**src/rtl/stopwatch_ctrl.sv**
```systemverilog
`timescale 1ns/1ps
// Stopwatch control unit: push-button conditioning, start/pause/clear FSM,
// and the seconds prescaler that drives the digit counters.
module stopwatch_ctrl #(
  parameter int unsigned DEB_CYCLES = 16,
  parameter int unsigned TICK_DIV   = 50
) (
  input  logic       clock,
  input  logic       reset,
  input  logic       button,
  input  logic       switch,
  output logic       tick_sec,
  output logic       clear,
  output logic       running,
  output logic [1:0] state,
  output logic       btn_press
);

  localparam int unsigned DEB_W = (DEB_CYCLES > 1) ? $clog2(DEB_CYCLES) : 1;
  localparam int unsigned PRE_W = (TICK_DIV > 1) ? $clog2(TICK_DIV) : 1;

  localparam logic [DEB_W-1:0] DEB_LAST = DEB_W'(DEB_CYCLES - 1);
  localparam logic [PRE_W-1:0] PRE_LAST = PRE_W'(TICK_DIV - 1);

  typedef enum logic [1:0] {
    IDLE  = 2'b00,
    RUN   = 2'b01,
    PAUSE = 2'b10
  } state_t;

  logic             sync_a;
  logic             btn_s;
  logic             deb_lvl;
  logic             deb_lvl_q;
  logic [DEB_W-1:0] deb_cnt;

  state_t           state_q;
  state_t           state_d;
  logic [PRE_W-1:0] presc_q;
  logic [PRE_W-1:0] presc_d;
  logic             tick_d;
  logic             clear_d;
  logic             running_d;

  // Two-flop synchroniser for the asynchronous button.
  always_ff @(posedge clock or negedge reset) begin
    if (!reset) begin
      sync_a <= 1'b0;
      btn_s  <= 1'b0;
    end else begin
      sync_a <= button;
      btn_s  <= sync_a;
    end
  end

  // Level only follows btn_s after DEB_CYCLES consecutive disagreeing clocks.
  always_ff @(posedge clock or negedge reset) begin
    if (!reset) begin
      deb_cnt   <= '0;
      deb_lvl   <= 1'b0;
      deb_lvl_q <= 1'b0;
    end else begin
      deb_lvl_q <= deb_lvl;
      if (btn_s == deb_lvl) begin
        deb_cnt <= '0;
      end else if (deb_cnt == DEB_LAST) begin
        deb_lvl <= btn_s;
        deb_cnt <= '0;
      end else begin
        deb_cnt <= deb_cnt + DEB_W'(1);
      end
    end
  end

  assign btn_press = deb_lvl & ~deb_lvl_q;

  always_ff @(posedge clock or negedge reset) begin
    if (!reset) begin
      state_q  <= IDLE;
      presc_q  <= '0;
      tick_sec <= 1'b0;
      clear    <= 1'b0;
      running  <= 1'b0;
    end else begin
      state_q  <= state_d;
      presc_q  <= presc_d;
      tick_sec <= tick_d;
      clear    <= clear_d;
      running  <= running_d;
    end
  end

  // Next state, prescaler and registered pulse outputs.
  always_comb begin
    state_d = state_q;
    presc_d = presc_q;
    tick_d  = 1'b0;
    clear_d = 1'b0;
    case (state_q)
      IDLE: begin
        presc_d = '0;
        if (btn_press) state_d = RUN;
      end
      RUN: begin
        if (presc_q == PRE_LAST) begin
          presc_d = '0;
          tick_d  = 1'b1;
        end else begin
          presc_d = presc_q + PRE_W'(1);
        end
        if (btn_press) state_d = PAUSE;
      end
      PAUSE: begin
        if (btn_press) begin
          if (switch) begin
            state_d = IDLE;
            clear_d = 1'b1;
          end else begin
            state_d = RUN;
          end
        end
      end
      default: begin
        state_d = IDLE;
        clear_d = 1'b1;
      end
    endcase
    // Leaving for IDLE drops the fractional second at once.
    if (state_d == IDLE) presc_d = '0;
    running_d = (state_d == RUN);
  end

  assign state = state_q;

endmodule

```
**config.mk**
```make
export PLATFORM = sky130hd
export DESIGN_NAME = stopwatch_ctrl
export DESIGN_NICKNAME = d
export VERILOG_FILES = /design/src/rtl/stopwatch_ctrl.sv
export SDC_FILE = /design/constraint.sdc
export NUM_CORES = 1
export LEC_CHECK = 0
export ABC_AREA = 0
export ABC_CLOCK_PERIOD_IN_PS = 1500
export CAP_MARGIN = 5
export CORE_AREA = 2 2 50 52
export DETAILED_ROUTE_END_ITERATION = 7
export DIE_AREA = 0 0 52 54
export PLACE_DENSITY = 0.56
export SYNTH_ARGS = -nofsm -noshare
export SYNTH_HDL_FRONTEND = slang
export SYNTH_SLANG_ARGS = --single-unit
```
**constraint.sdc**
```tcl
create_clock -name clock -period 1.5 [get_ports clock]
set_clock_uncertainty 0.1 [all_clocks]
set_input_delay 0.3 -clock clock [delete_from_list [all_inputs] [get_ports clock]]
set_output_delay 0.3 -clock clock [all_outputs]
set_load 0.02 [all_outputs]
```
==> out/metrics.csv <==
metric,value,unit
synth_cell_type_count,30,
finish.utilization,0.470,
multi_input_area,385,um2
p_sw,0.000436,W
fp.dieH,54,um
globalRouteTotalUtil,0.126,
core_region_area,0.00232,mm2
wl_per_cell,12.5,um
endpoint_kind,flop,
drive_gt1_frac,0.240,
area_growth,24.4,%
cts_tree,built,
diodes,0,
setup-violations-final,0,
nFillCells,219,
r2r_cells,5,
rows,18,
clockPowerShare,0.191,
outcome,completed,
synth-simple-area-share,0.175,
ys_seq_area_frac,0.542,
fin_setup_tns,0,ns
fin_crit_sh,0.975,
synth_fa_ha_area_frac,0.0428,
grt_max_degree,20,
syn_nets,82,
viasPerCell,5.13,
ys_warn_count,0,
io_buffer_count,9,
ctsLongestPathBuffers,2,
routed_wl,1570,um
rsz0062_at_grt,yes,
dr_wl_met3,117,um
max_slew_margin,0.740,
timing.hold.ws,0.224,ns
syn_avg_cell_area,11.7,um2
grt_overflow,0,
hold_class,in2async,
power_frac_seq,0.562,
maxCapViolCount,0,
ctsRootBufferMaster,clkbuf_4,
drt_iter0_markers,11,
synth_top_family_by_area,simple AND/OR/NAND/NOR gates,
drtPass1Iterations,4,
tightest_slew,0.388,ns
holdBufCountCts,0,
switching_share,0.332,
htree_levels,1,
intPower,0.000876,W
synthXorXnorAreaFrac,0.0300,
reg2reg_to,presc_q[5]$_DFFE_PN0P_,
reg2reg_setup_slack,0.04,ns
critPathKind,reg2reg,
die-area,0.00281,mm2
wl_met2,724,um
reg2reg_from,presc_q[1]$_DFFE_PN0P_,
nNetsFinal,104,
die_x,52,um
fin_cells,126,
antenna_found_initial,0,
final_hold_viol_count,0,
required,1.57,ns
design_area,0.00109,mm2
grt_pass1_vias,603,
dp_cells,121,
critPathArrivalTime,1.54,ns
clock.fmax,684,MHz
clk_pin_slew,0.11,ns
combPwrFrac,0.247,
routabilityCongestion,0.813,
placed_area,0.00106,mm2
wl_met1,720,um
grt_first_pass_wirelength,2590,um
syn_inst,75,
critPathMaxFanout,5,
finalMaxSlewViolations,0,
drc,0,
synth_mux_area_frac,0.0257,
ys_seq_elements,19,
top_layer_used,met4,
leakage,0.505,nW
vias,646,
cp-start-kind,flop,
cts_buffers,3,
ant_nets,0,
boundaryPins,10,
clock_latency,0.29,ns
max-vdd-ir-drop,0.681,mV
syn-cell-area,877,um2
pwr_density_cell,1200,mW/mm2
synth_compound_area_frac,0.157,
numClockSinks,19,
start_util,0.378,
hpwl,1140,um
fin_crit,1.46,ns
seq_area,475,um2
## state kept, by name (all words and copies together), names as in the netlist
| name | flops |
|---|---|
| btn_s | 1 |
| clear | 1 |
| tick_sec | 1 |
| deb_lvl_q | 1 |
| deb_lvl | 1 |
| state | 2 |
| presc_q | 6 |
| deb_cnt | 4 |
| running | 1 |
| sync_a | 1 |
## final cells by class
| type | count | share of cell area |
|---|---|---|
| timing repair buffer | 18 | 0.134 |
| sequential | 19 | 0.436 |
| tap | 30 | 0.0344 |
| inverter | 5 | 0.0172 |
| clock inverter | 1 | 0.00459 |
| clock buffer | 3 | 0.0206 |
| multi-input combinational | 50 | 0.353 |
## through the flow
stage / setup WS [ns] / total power, W
6_report: 0.0377 / 0.00131
5_1_grt: -0.0334 / 0.00139
3_5_place_dp: -0.139 / 0.00106
4_1_cts: 0.0307 / 0.00131
2_1_floorplan: 0.137 / 0.000919
3_3_place_gp: -0.135 / 0.00105
## Yosys cell counts
library cell / n / share of area
nand2_1: 2 / 0.0086
a32oi_1: 1 / 0.010
and3_1: 1 / 0.0071
a41oi_1: 1 / 0.010
nand4_1: 2 / 0.014
mux2_2: 2 / 0.026
a21oi_1: 4 / 0.023
nand2b_1: 2 / 0.014
o31ai_4: 1 / 0.024
o221ai_1: 1 / 0.010
nor2b_1: 1 / 0.0071
clkbuf_2: 1 / 0.0057
and2b_2: 1 / 0.010
a21boi_0: 1 / 0.0086
and4b_1: 1 / 0.011
ha_1: 3 / 0.043
and2b_4: 2 / 0.023
o21ai_0: 5 / 0.029
nor4_1: 1 / 0.0071
dfrtp_1: 19 / 0.54
nor2_1: 2 / 0.0086
a22oi_1: 1 / 0.0086
nand4b_1: 1 / 0.010
o31ai_2: 1 / 0.014
nand3_1: 5 / 0.029
nor3b_1: 2 / 0.017
inv_1: 5 / 0.021
xnor2_1: 3 / 0.030
o2bb2ai_1: 2 / 0.020
nand3b_1: 1 / 0.0086
## power by group through the flow
| stage | logic (W) | clock network, W | registers [W] |
|---|---|---|---|
| floorplan | 0.000204 | 0 | 0.000715 |
| global placement | 0.000313 | 0 | 0.000735 |
| detailed placement | 0.000320 | 0 | 0.000741 |
| CTS | 0.000316 | 0.000263 | 0.000729 |
| global route | 0.000358 | 0.000281 | 0.000753 |
| finish | 0.000324 | 0.000251 | 0.000737 |
## what timing repair did
action / 4_1_cts / 5_1_grt
setup endpoints to repair: 6 / 2
endpoints found under the hold margin: 0 / 0
setup buffers: 0 / 1
pin swaps: 0 / 2
resized for setup: 9 / 2
## metal layers
layer  GRT usage  up-vias
met3      0.0278        2
met2       0.198       24
met1       0.170      302
met5           0        -
li1            -      318
met4      0.0439        0
## cell families (layout without fill, tap and decap cells)
family / Yosys count / count (layout)
simple gates: 24 / 24
buf+inv: 6 / 27
flops: 19 / 19
xor+xnor: 3 / 3
fa+ha+maj: 3 / 3
compound gates: 18 / 18
mux: 2 / 2
## placed cells by master, fill, tap and decap left out, drive strengths merged
cell and n:
nand3b 1, nand3 5, o21ai 5, buf 10, o31ai 2, clkbuf 3
and4b 1, nor2 2, clkinv 1, clkdlybuf4s50 3, nor2b 1, dfrtp 19
nand4 2, o221ai 1, ha 3, nor3b 2, nor4 1, a21boi 1
nand2 2, inv 5, a41oi 1, and3 1, a21oi 4, a22oi 1
a32oi 1, dlygate4sd2 5, xnor2 3, mux2 2, nand4b 1, and2b 3
o2bb2ai 2, nand2b 2
## how the worst max path moves through the flow
stage	from	end	slack, ns	cells after the start
CTS	presc_q[1]$_DFFE_PN0P_	presc_q[5]$_DFFE_PN0P_	0.03	5
floorplan	presc_q[1]$_DFFE_PN0P_	presc_q[5]$_DFFE_PN0P_	0.14	5
global placement	switch	presc_q[4]$_DFFE_PN0P_	-0.13	4
finish	presc_q[1]$_DFFE_PN0P_	presc_q[5]$_DFFE_PN0P_	0.04	5
global route	presc_q[1]$_DFFE_PN0P_	presc_q[5]$_DFFE_PN0P_	-0.03	5
detailed placement	switch	presc_q[4]$_DFFE_PN0P_	-0.14	4
## critical path, cell delays in order (launching register included)
cell	delay, ns
dfrtp_1	0.41
inv_1	0.07
ha_2	0.17
nand3_2	0.10
o31ai_4	0.35
o221ai_1	0.15
Power figures use the tool's default switching activity.
